--- src/rtl/seg_pkg.sv ---
// Shared constants for the result display: FSM state codes and active-low 7-segment patterns.
package seg_pkg;

   typedef logic [1:0] state_t;

   localparam state_t ST_IDLE    = 2'd0;
   localparam state_t ST_CONVERT = 2'd1;
   localparam state_t ST_ENCODE  = 2'd2;
   localparam state_t ST_COMMIT  = 2'd3;

   localparam logic [6:0] SEG_BLANK = 7'h7F;
   localparam logic [6:0] SEG_DASH  = 7'h3F;

   // Active-low, bit0 = a ... bit6 = g, indexed by hex digit value.
   localparam logic [6:0] SEG_CODE [16] = '{
      7'h40, 7'h79, 7'h24, 7'h30, 7'h19, 7'h12, 7'h02, 7'h78,
      7'h00, 7'h10, 7'h08, 7'h03, 7'h46, 7'h21, 7'h06, 7'h0E
   };

endpackage

--- src/rtl/hex_to_seg.sv ---
// Combinational 4-bit to active-low 7-segment decoder.
module hex_to_seg
   import seg_pkg::*;
(
   input  logic [3:0] nibble,
   output logic [6:0] seg
);

   assign seg = SEG_CODE[nibble];

endmodule

--- src/rtl/seg_result_display.sv ---
// Result display stage: handshake in a value, encode one digit per cycle into a shadow bank, commit atomically.
// Build option: define SEG_DECIMAL_EN for decimal display (double-dabble CONVERT state); default is hex.
module seg_result_display
   import seg_pkg::*;
#(
   parameter int DATA_W     = 24,
   parameter int NUM_DIGITS = 6
) (
   input  logic              clk,
   input  logic              rst,
   input  logic              in_valid,
   output logic              in_ready,
   input  logic [DATA_W-1:0] in_data,
   input  logic              show,
   output logic              done,
   output logic              busy,
   output logic [6:0]        HEX0,
   output logic [6:0]        HEX1,
   output logic [6:0]        HEX2,
   output logic [6:0]        HEX3,
   output logic [6:0]        HEX4,
   output logic [6:0]        HEX5
);

   localparam int HW    = 4 * NUM_DIGITS;
   localparam int IDX_W = (NUM_DIGITS > 1) ? $clog2(NUM_DIGITS) : 1;
   localparam logic [IDX_W-1:0] LAST_IDX = IDX_W'(NUM_DIGITS - 1);

   state_t           state_q, state_d;
   logic [IDX_W-1:0] idx_q, idx_d;
   logic [HW-1:0]    digits_q, digits_d;   // hex nibbles or BCD digits, digit 0 in the LSBs
   logic [6:0]       shadow_q [NUM_DIGITS];
   logic [6:0]       shadow_d [NUM_DIGITS];
   logic [6:0]       disp_q   [NUM_DIGITS];
   logic [6:0]       disp_d   [NUM_DIGITS];
   logic [3:0]       nib;
   logic [6:0]       nib_seg, enc_seg;

`ifdef SEG_DECIMAL_EN
   localparam int CNT_W = (DATA_W > 1) ? $clog2(DATA_W) : 1;
   localparam logic [CNT_W-1:0] LAST_CNT = CNT_W'(DATA_W - 1);

   logic [DATA_W-1:0] bin_q, bin_d;
   logic [CNT_W-1:0]  cnt_q, cnt_d;
   logic              ovf_q, ovf_d;
   logic [HW-1:0]     adj;

   // Add-3 correction; a 1 shifted out of the top digit means the value needs more digits than we have.
   always_comb begin
      adj = digits_q;
      for (int d = 0; d < NUM_DIGITS; d++) begin
         if (digits_q[4*d +: 4] >= 4'd5) adj[4*d +: 4] = digits_q[4*d +: 4] + 4'd3;
      end
   end
`else
   logic [HW-1:0] ext;

   if (DATA_W >= HW) begin : g_trunc
      assign ext = in_data[HW-1:0];
   end else begin : g_zext
      assign ext = {{(HW - DATA_W){1'b0}}, in_data};
   end
`endif

   always_comb begin
      nib = 4'd0;
      for (int d = 0; d < NUM_DIGITS; d++) begin
         if (idx_q == IDX_W'(d)) nib = digits_q[4*d +: 4];
      end
   end

   hex_to_seg u_hex_to_seg (
      .nibble (nib),
      .seg    (nib_seg)
   );

`ifdef SEG_DECIMAL_EN
   assign enc_seg = ovf_q ? SEG_DASH : nib_seg;
`else
   assign enc_seg = nib_seg;
`endif

   // NOTE: every variable gets its hold value first, so no path through the case can infer a latch.
   always_comb begin
      state_d  = state_q;
      idx_d    = idx_q;
      digits_d = digits_q;
      shadow_d = shadow_q;
      disp_d   = disp_q;
`ifdef SEG_DECIMAL_EN
      bin_d    = bin_q;
      cnt_d    = cnt_q;
      ovf_d    = ovf_q;
`endif
      case (state_q)
         ST_IDLE: begin
            if (in_valid) begin
               idx_d = '0;
`ifdef SEG_DECIMAL_EN
               bin_d    = in_data;
               digits_d = '0;
               cnt_d    = '0;
               ovf_d    = 1'b0;
               state_d  = ST_CONVERT;
`else
               digits_d = ext;
               state_d  = ST_ENCODE;
`endif
            end
         end
`ifdef SEG_DECIMAL_EN
         ST_CONVERT: begin
            digits_d = {adj[HW-2:0], bin_q[DATA_W-1]};
            ovf_d    = ovf_q | adj[HW-1];
            bin_d    = bin_q << 1;
            cnt_d    = cnt_q + CNT_W'(1);
            if (cnt_q == LAST_CNT) state_d = ST_ENCODE;
         end
`endif
         ST_ENCODE: begin
            shadow_d[idx_q] = enc_seg;
            idx_d           = idx_q + IDX_W'(1);
            if (idx_q == LAST_IDX) state_d = ST_COMMIT;
         end
         ST_COMMIT: begin
            disp_d  = shadow_q;
            state_d = ST_IDLE;
         end
         default: state_d = ST_IDLE;
      endcase
   end

   // NOTE: both digit banks are reset explicitly so the display powers up blank, not random segments.
   always_ff @(posedge clk) begin
      if (rst) begin
         state_q  <= ST_IDLE;
         idx_q    <= '0;
         digits_q <= '0;
         for (int i = 0; i < NUM_DIGITS; i++) begin
            shadow_q[i] <= SEG_BLANK;
            disp_q[i]   <= SEG_BLANK;
         end
`ifdef SEG_DECIMAL_EN
         bin_q <= '0;
         cnt_q <= '0;
         ovf_q <= 1'b0;
`endif
      end else begin
         state_q  <= state_d;
         idx_q    <= idx_d;
         digits_q <= digits_d;
         shadow_q <= shadow_d;
         disp_q   <= disp_d;
`ifdef SEG_DECIMAL_EN
         bin_q <= bin_d;
         cnt_q <= cnt_d;
         ovf_q <= ovf_d;
`endif
      end
   end

   assign in_ready = (state_q == ST_IDLE);
   assign busy     = (state_q != ST_IDLE);
   assign done     = (state_q == ST_COMMIT);

   assign HEX0 = show ? disp_q[0] : SEG_BLANK;
   assign HEX1 = show ? disp_q[1] : SEG_BLANK;
   assign HEX2 = show ? disp_q[2] : SEG_BLANK;
   assign HEX3 = show ? disp_q[3] : SEG_BLANK;
   assign HEX4 = show ? disp_q[4] : SEG_BLANK;
   assign HEX5 = show ? disp_q[5] : SEG_BLANK;

endmodule

--- config.mk ---
export PLATFORM = sky130hd
export DESIGN_NAME = seg_result_display
export DESIGN_NICKNAME = d
export VERILOG_FILES = /design/src/rtl/seg_pkg.sv /design/src/rtl/hex_to_seg.sv /design/src/rtl/seg_result_display.sv
export SDC_FILE = /design/constraint.sdc
export NUM_CORES = 1
export LEC_CHECK = 0
export CORE_MARGIN = 5
export CORE_UTILIZATION = 49
export DETAILED_ROUTE_END_ITERATION = 6
export PLACE_DENSITY = 0.81
export SETUP_SLACK_MARGIN = 0.15
export SYNTH_ARGS = -nofsm -noshare
export SYNTH_HDL_FRONTEND = slang
export SYNTH_SLANG_ARGS = --single-unit
--- constraint.sdc ---
create_clock -name clk -period 2.89 [get_ports clk]
set_input_delay 0.289 -clock clk [delete_from_list [all_inputs] [get_ports clk]]
set_output_delay 0.289 -clock clk [all_outputs]
set_load 0.005 [all_outputs]
==> metrics.cfg <==
[sta]
fin_ws_ns = 0.261
worst-slew-pin-transition_ns = 0.796
rsz0062_at_grt = no
max_freq_ghz = 0.380
slew_viol_final = 0
timing.final.crit_share_pct = 91.0
relSlewSlack_pct = 46.9
setup_viol = 0
fin_setup_tns_ns = 0
clock-skew-final_ns = 0.00654
hold_viol_final = 0
period_needed_ns = 2.63

[critical_path]
cpMaxStageDelayCell = a211o_2
worstPathCellList = buf_4, ha_1, ha_4, a221oi_1, a211oi_2, buf_4, ha_1, inv_1, nor2_1, a211o_2, a21bo_1
cp.arrival_ns = 3.03
worstSetupEndpointType = register
cp_max_fo = 8
required_ns = 3.30
crit_type = reg -> reg
cp-start-kind = register
cp_num_buf_inv = 3
slowest_delay_ns = 0.42
cp_top_family = compound AO/OA/AOI/OAI gates

[die]
die_h_um = 112
dieWidth_um = 112
core_um2 = 10200
ios = 73
initial_utilization_pct = 49.6
fp.dieArea_um2 = 12500
rows = 37

[synthesis]
synthSimpleGateAreaFrac_pct = 23.7
synthAdderAreaFrac_pct = 2.71
synthXorXnorAreaFrac_pct = 0
netlist_area_um2 = 5070
ys_seq_elements = 113
synth.distinct_cells = 47
ys_warn_count = 0
async_reset_ff_share_pct = 0
synth_edf_count = 0
synthMuxAreaShare_pct = 1.28
synthCells = 569
synth_nets = 608
ys_seq_area_share_pct = 44.6
synth_top_area_cell = dfxtp_1
synth.top_cell.area_share_pct = 44.6
synth-compound-area-share_pct = 23.2
synth_top_family_by_area = simple AND/OR/NAND/NOR gates
synthFlopType = dfxtp_1
synth_area_per_cell_um2 = 8.92
synthTopCellsByArea = dfxtp_1 45%, a211o_1 9.1%, nand2b_1 5.7%

[global_routing]
antenna_found_initial = 0
track_usage_pct = 20.2
grt_pass1_vias = 4325
grt_overflow = 0
grt_pass1_wl_mm = 20.7
grt_start_max_net_pins = 81

[cts]
clock_path_buffers = 2
clock_latency_ns = 0.52
clockRootBuffer = clkbuf_8
cts_tree = done
htreeDepth = 4
cts.sinks = 113
clk_pin_slew_ns = 0.06
numCtsBuffers = 17

[final_layout]
multi_input_area_um2 = 2670
fin_util_pct = 64.7
ff_latch_area_um2 = 2270
nets = 682
area_growth_pct = 30.4
fillerInstances = 821
drive_gt1_share_pct = 13.9
design_area_um2 = 6620
antennaDiodeCount = 0

[drt]
wl_mm = 12.7
drcViolationCount = 0
antenna_left = 0
drt_iter0_markers = 235
vias = 4467
first_pass_iters = 4
via_per_inst = 5.64
routedWlPerCell_um = 16.0

[power_and_ir_drop]
total_power_mw = 3.92
leakagePower_nw = 2.57
p_per_area_nw_per_um2 = 593
ir_drop_mv = 0.342

[placement]
port_buffers = 72
place_area_um2 = 5940
dp_hpwl_mm = 8.79
dp_slack_ns = 0.0380
gp_congestion = 0.932

[job]
drv_cap = 0

[run_status]
status = finished clean

[min_path]
worst_hold_path_type = in -> reg

-- layout by cell type, fill, tap and decap left out, types with 7 or more instances in the layout --
cell             count
clkbuf_16           16
buf_4               26
inv_1                8
dfxtp_1            111
o21ai_1              7
nand2_1             64
nor2_1              26
clkdlybuf4s50_1     71
a31oi_1             12
nor3_1              27
nand2b_1            46
a21oi_1             52
a211o_1             52
and3_1              45
-- registers in the layout, summed over array words and instances (netlist names) --
name / count
disp_q: 42
state_q: 2
digits_q: 24
shadow_q: 42
idx_q: 3
-- routing by layer --
layer	up-vias	routed length, um	global-route usage (%)	part of all wire, %
li1	2171	-	-	-
met1	2135	5560	24.1	44
met2	138	6160	34.5	49
met3	23	643	5.65	5.1
met4	0	306	7.62	2.4
met5	-	0	0	0
-- cell families (layout without fill, tap and decap cells) --
group / Yosys count / after routing
mux: 5 / 5
flops: 113 / 113
simple gates: 231 / 231
fa+ha+maj: 11 / 11
compound gates: 156 / 156
buf+inv: 53 / 140
-- worst reg2reg max path, cell delays in order (launching register included) --
cell      delay, ns
dfxtp_2        0.32
buf_4          0.15
ha_1           0.23
ha_4           0.22
a221oi_1       0.28
a211oi_2       0.15
buf_4          0.18
ha_1           0.21
inv_1          0.10
nor2_1         0.06
a211o_2        0.42
a21bo_1        0.22
-- Yosys cell counts, types with 2 or more instances --
cell type    n
a22oi_2      2
o21ai_0      2
a21o_1       3
clkbuf_1    37
and2_1       2
a211o_1     53
a211oi_4     3
nor2_1      27
mux2i_1      2
nor3_1      27
nor4_1       2
a21oi_2      2
nand2b_1    46
nor2b_1      5
o21ai_1      7
nand2_1     64
dfxtp_1    113
a21bo_1      6
inv_1       11
buf_6        3
a221oi_1     2
nand3_1      4
nand3b_1     3
a211oi_2     2
and3_1      45
ha_1        11
a31oi_1     12
a22oi_1      3
a21oi_1     52
-- final timing paths --
check | start | endpoint | slack, ns | depth (start not counted)
hold / removal | in_data[15] | digits_q[15]$_SDFFE_PP0P_ | 0.32 | 3
setup / recovery | idx_q[1]$_SDFFE_PP0P_ | shadow_q[3]$_SDFFE_PP1P_ | 0.26 | 11
setup reg to reg | idx_q[1]$_SDFFE_PP0P_ | shadow_q[3]$_SDFFE_PP1P_ | 0.26 | 11
hold reg to reg | disp_q[3]$_SDFFE_PP1P_ | disp_q[3]$_SDFFE_PP1P_ | 0.45 | 1
-- cell type report --
class | instances | share of cell area (%)
Clock buffer | 18 | 6.47
Clock inverter | 14 | 1.95
Inverter | 11 | 0.624
Multi-Input combinational cell | 403 | 40.4
Sequential cell | 113 | 34.3
Tap cell | 136 | 2.57
Timing Repair Buffer | 97 | 13.7
-- power by group --
group / switching [mW] / internal [mW]
logic: 0.195 / 0.142
clock network: 0.790 / 1.17
registers: 0.0249 / 1.60
total: 1.01 / 2.91
-- through the flow --
stage / hold WS (ns) / std cells
after global routing: 0.317 / 792
after floorplan: 0.425 / 569
after detailed placement: 0.441 / 757
after CTS: 0.316 / 789
final: 0.320 / 792
after global placement: 0.435 / 757
-- repair_timing --
| action | 4_1_cts | 5_1_grt |
|---|---|---|
| hold buffers | 0 | 0 |
| pin swaps | 1 | 4 |
| setup buffers | 0 | 3 |
| resized for setup | 8 | 14 |
| setup endpoints to repair | 29 | 42 |
Note: power is estimated with default switching activity, not from simulation.
